===== config.mk =====
export PLATFORM = sky130hd
export DESIGN_NAME = serial_addsub
export DESIGN_NICKNAME = d
export VERILOG_FILES = /design/src/rtl/serial_addsub.sv
export SDC_FILE = /design/constraint.sdc
export NUM_CORES = 1
export LEC_CHECK = 0
export CAP_MARGIN = 25
export CORE_MARGIN = 2
export CORE_UTILIZATION = 25
export DETAILED_ROUTE_END_ITERATION = 12
export GPL_ROUTABILITY_DRIVEN = 0
export GPL_TIMING_DRIVEN = 0
export SYNTH_ARGS = -nofsm -noshare
export SYNTH_HDL_FRONTEND = slang
export SYNTH_SLANG_ARGS = --single-unit

===== constraint.sdc =====
create_clock -name clk -period 1.6 [get_ports clk]
set_input_delay 0.48 -clock clk [delete_from_list [all_inputs] [get_ports clk]]
set_output_delay 0.48 -clock clk [all_outputs]
set_load 0.02 [all_outputs]

===== src/rtl/serial_addsub.sv =====
// Bit-serial add/subtract sequencer feeding a single full-adder slice, LSB first.
// Define SERIAL_ADDSUB_FLAGS_EN to build the overflow and zero flag registers.
module serial_addsub #(
  parameter int unsigned WIDTH = 32,
  parameter int unsigned CNT_W = 5
) (
  input  logic             clk,
  input  logic             rst_n,
  input  logic             start,
  input  logic             sub,
  input  logic [WIDTH-1:0] a,
  input  logic [WIDTH-1:0] b,
  output logic             busy,
  output logic             done,
  output logic [WIDTH-1:0] result,
  output logic             cout,
  output logic             overflow,
  output logic             zero
);

  typedef enum logic [1:0] {
    IDLE = 2'd0,
    RUN  = 2'd1,
    DONE = 2'd2
  } state_t;

  state_t           state_q, state_d;
  logic [WIDTH-1:0] a_sh_q, a_sh_d;
  logic [WIDTH-1:0] b_sh_q, b_sh_d;
  logic [WIDTH-1:0] result_q, result_d;
  logic [CNT_W-1:0] cnt_q, cnt_d;
  logic             carry_q, carry_d;
  logic             cout_q, cout_d;

  logic             sum_bit;
  logic             carry_nxt;
  logic             last_bit;
  logic [WIDTH-1:0] result_shifted;

  always_comb begin
    sum_bit        = a_sh_q[0] ^ b_sh_q[0] ^ carry_q;
    carry_nxt      = (a_sh_q[0] & b_sh_q[0]) | (carry_q & (a_sh_q[0] ^ b_sh_q[0]));
    last_bit       = (cnt_q == CNT_W'(WIDTH - 1));
    result_shifted = {sum_bit, result_q[WIDTH-1:1]};
  end

  always_comb begin
    state_d  = state_q;
    a_sh_d   = a_sh_q;
    b_sh_d   = b_sh_q;
    result_d = result_q;
    cnt_d    = cnt_q;
    carry_d  = carry_q;
    cout_d   = cout_q;

    case (state_q)
      IDLE, DONE: begin
        if (start) begin
          // Subtraction runs as A + ~B + 1: invert B and seed the carry with 1.
          state_d = RUN;
          a_sh_d  = a;
          b_sh_d  = sub ? ~b : b;
          carry_d = sub;
          cnt_d   = '0;
        end else begin
          state_d = IDLE;
        end
      end
      RUN: begin
        a_sh_d   = {1'b0, a_sh_q[WIDTH-1:1]};
        b_sh_d   = {1'b0, b_sh_q[WIDTH-1:1]};
        result_d = result_shifted;
        carry_d  = carry_nxt;
        cnt_d    = cnt_q + 1'b1;
        if (last_bit) begin
          state_d = DONE;
          cout_d  = carry_nxt;
        end
      end
      default: state_d = IDLE;
    endcase
  end

  always_ff @(posedge clk or negedge rst_n) begin
    if (!rst_n) begin
      state_q  <= IDLE;
      a_sh_q   <= '0;
      b_sh_q   <= '0;
      result_q <= '0;
      cnt_q    <= '0;
      carry_q  <= 1'b0;
      cout_q   <= 1'b0;
    end else begin
      state_q  <= state_d;
      a_sh_q   <= a_sh_d;
      b_sh_q   <= b_sh_d;
      result_q <= result_d;
      cnt_q    <= cnt_d;
      carry_q  <= carry_d;
      cout_q   <= cout_d;
    end
  end

`ifdef SERIAL_ADDSUB_FLAGS_EN
  logic overflow_q, overflow_d;
  logic zero_q, zero_d;

  // On the MSB step carry_q is the carry into the MSB and carry_nxt the carry out.
  always_comb begin
    overflow_d = overflow_q;
    zero_d     = zero_q;
    if (state_q == RUN && last_bit) begin
      overflow_d = carry_q ^ carry_nxt;
      zero_d     = (result_shifted == '0);
    end
  end

  always_ff @(posedge clk or negedge rst_n) begin
    if (!rst_n) begin
      overflow_q <= 1'b0;
      zero_q     <= 1'b0;
    end else begin
      overflow_q <= overflow_d;
      zero_q     <= zero_d;
    end
  end

  assign overflow = overflow_q;
  assign zero     = zero_q;
`else
  assign overflow = 1'b0;
  assign zero     = 1'b0;
`endif

  assign busy   = (state_q == RUN);
  assign done   = (state_q == DONE);
  assign result = result_q;
  assign cout   = cout_q;

endmodule


==> flow_summary.json <==
{
  "seq_area_frac_synth_pct": 56.4,
  "power.density_nw_per_um2": 1830,
  "end_kind": "output port",
  "area_growth_pct": 37.5,
  "crit_arrival_ns": 1.16,
  "min_path_type": "primary input to async pin",
  "final_layout_size_suffix_gt1_share_pct": 12.4,
  "outcome": "finished with violations",
  "cp_cell_sequence": "nand2b_4, clkinv_4, buf_8, buf_6",
  "hpwlAfterDp_mm": 8.40,
  "vias": 3756,
  "crit_path_top_delay_cell": "dfrtp_1",
  "fin_crit_sh_pct": 102,
  "grt_overflow": 0,
  "slew_viol_final": 0,
  "ant_nets": 0,
  "worstPathMaxFanout": 3,
  "worst_pin_slew_ns": 0.678,
  "synth_cell_types": 28,
  "root_buffer": "clkbuf_16",
  "critical_path_class": "flop to output port",
  "first_global_vias": 3759,
  "yosys_warnings": 0,
  "antenna_found_initial": 0,
  "dr.pass1.iters": 7,
  "nFillCells": 1857,
  "clock.fmax_mhz": 611,
  "htree_num_levels": 3,
  "nets": 648,
  "setup_viol": 2,
  "drt-total-wl_mm": 11.7,
  "holdBufCountCts": 0,
  "grt_pass1_wl_mm": 19.1,
  "synth-seq-cells": 105,
  "clk_pin_slew_ns": 0.07,
  "row_count": 49,
  "dr.first_iter.drc_count": 213,
  "final_cell_mix": "nand2_1 (129), dfrtp_1 (105), clkdlybuf4s50_1 (65), nand3_1 (33)",
  "grt_max_degree": 56,
  "dp_slack_ns": -0.680,
  "finalPower_mw": 11.7,
  "final_core_util_pct": 35.3,
  "dieArea_um2": 19700,
  "slowest_delay_ns": 0.42,
  "finClkSkew_ns": 0.00872,
  "via_per_inst": 4.63,
  "crit_path_start_kind": "flop",
  "initial_core_util_pct": 25.7,
  "drt-wirelength-per-cell_um": 14.4,
  "numCtsBuffers": 9,
  "rsz0062_at_grt": "true",
  "setup_ws_ns": -0.0374,
  "clock_path_buffers": 2,
  "syn_avg_cell_area_um2": 10.2,
  "violations": "setup timing",
  "required_ns": 1.12,
  "portBuffers": 101,
  "relSlewSlack_pct": 54.8,
  "die_h_um": 140,
  "max-vdd-ir-drop_mv": 0.654,
  "final_common_cell": "nand2_1",
  "die_w_um": 140,
  "clock_sinks": 105,
  "grtUsageTotal_pct": 12.2,
  "p_leak_nw": 3.02,
  "syn_area_um2": 4660,
  "drc": 0,
  "coreArea_um2": 18100,
  "postSynthCellCount": 456,
  "max-cap-violations": 0,
  "cts_tree": "yes",
  "clkLatencyLatePin_ns": 0.35,
  "final_hold_viol_count": 0,
  "hold_ws_ns": 0.161,
  "io_pins": 105,
  "min_period_ns": 1.64,
  "diodes": 0
}
-- power by group --
part | total, mW | internal (mW) | switching (mW)
clock | 2.33 | 1.34 | 0.990
sequential | 4.61 | 3.84 | 0.766
combinational | 4.79 | 2.18 | 2.60
-- per-stage QoR --
step | cells | TNS [ns] | cell area [um^2]
after CTS | 809 | -0.280 | 6320
after global placement | 787 | -425.70 | 5960
final | 811 | -0.0464 | 6400
after global routing | 811 | -0.153 | 6400
after floorplan | 457 | 0 | 4660
after detailed placement | 788 | -28.54 | 5980
-- routing by layer --
layer	track usage [%]	vias up	part of all wire, %	wire length, um
met5	0	-	0	0
met2	20.6	105	50	5800
met1	15.6	1855	45	5270
met3	3.49	9	4.1	482
met4	3.11	0	1.1	127
li1	-	1787	-	-
-- worst max-delay path, delay by kind of cell, from the launching register on --
kind          cells  cell delay [ns]
simple gates      1             0.10
flops             1             0.42
buf+inv           3             0.29
-- path summary, 6_finish.rpt --
check | from | to | slack [ns] | cells after the start
max reg2reg | cnt_q[0] | cout | 0.07 | 5
min in group clk | cout | cout | 0.50 | 1
min reg2reg | cout | cout | 0.50 | 1
max | state_q[0] | busy | -0.04 | 4
max in group asynchronous | rst_n | a_sh_q[14] | 0.75 | 2
min | rst_n | b_sh_q[9] | 0.16 | 1
-- layout make-up --
cell class              count  area, um^2  area share (%)
plain buffers              37         254            3.97
clock buffers              12         267            4.16
well taps                 229         287            4.48
flip-flops and latches    105        2630            41.0
inverters                   1        8.76           0.137
multi-input cells         312        1830            28.5
repair buffers            111        1080            16.9
clock inverters             4        50.0           0.782
-- flip-flops by register name, indices dropped and copies added, names as in the netlist --
register / cells
b_sh_q: 32
carry_q: 1
cnt_q: 5
cout: 1
state_q: 2
a_sh_q: 32
result: 32
-- logic make-up after synthesis --
logic type	share of synthesized area, %
XOR/XNOR	6.02
adder cells (fa/ha/maj)	0.967
buffers and inverters	5.05
flip-flops	56.4
AO/OA/AOI/OAI	13.0
AND/OR/NAND/NOR	17.8
other	0.0805
multiplexers	0.672
-- synthesized netlist by cell type --
cell	instances	area share (%)
nand2_1	129	10
dfrtp_1	105	56
nand3_1	33	3.5
a22oi_1	32	5.2
a221o_1	31	6.7
nor2_1	31	2.5
xnor2_1	31	5.8
buf_2	14	1.5
clkbuf_1	12	0.97
buf_4	8	1.3
buf_6	5	1.2
a22o_1	4	0.75
ha_1	2	0.54
mux2i_1	2	0.43
nand2b_1	2	0.27
nor2b_1	2	0.27
o21ai_0	2	0.21
a21o_1	1	0.16
and2_4	1	0.19
and3_1	1	0.13
conb_1	1	0.081
fa_1	1	0.43
inv_2	1	0.081
mux2_1	1	0.24
nand4_1	1	0.13
nor2_4	1	0.24
nor3b_1	1	0.16
xor2_1	1	0.19
-- what timing repair did --
action | CTS | global route
gates resized for setup | 55 | 49
buffers inserted | 5 | 5
endpoints found under the setup margin | 91 | 76
gates cloned | 0 | 0
(Power assumes the default switching activity.)
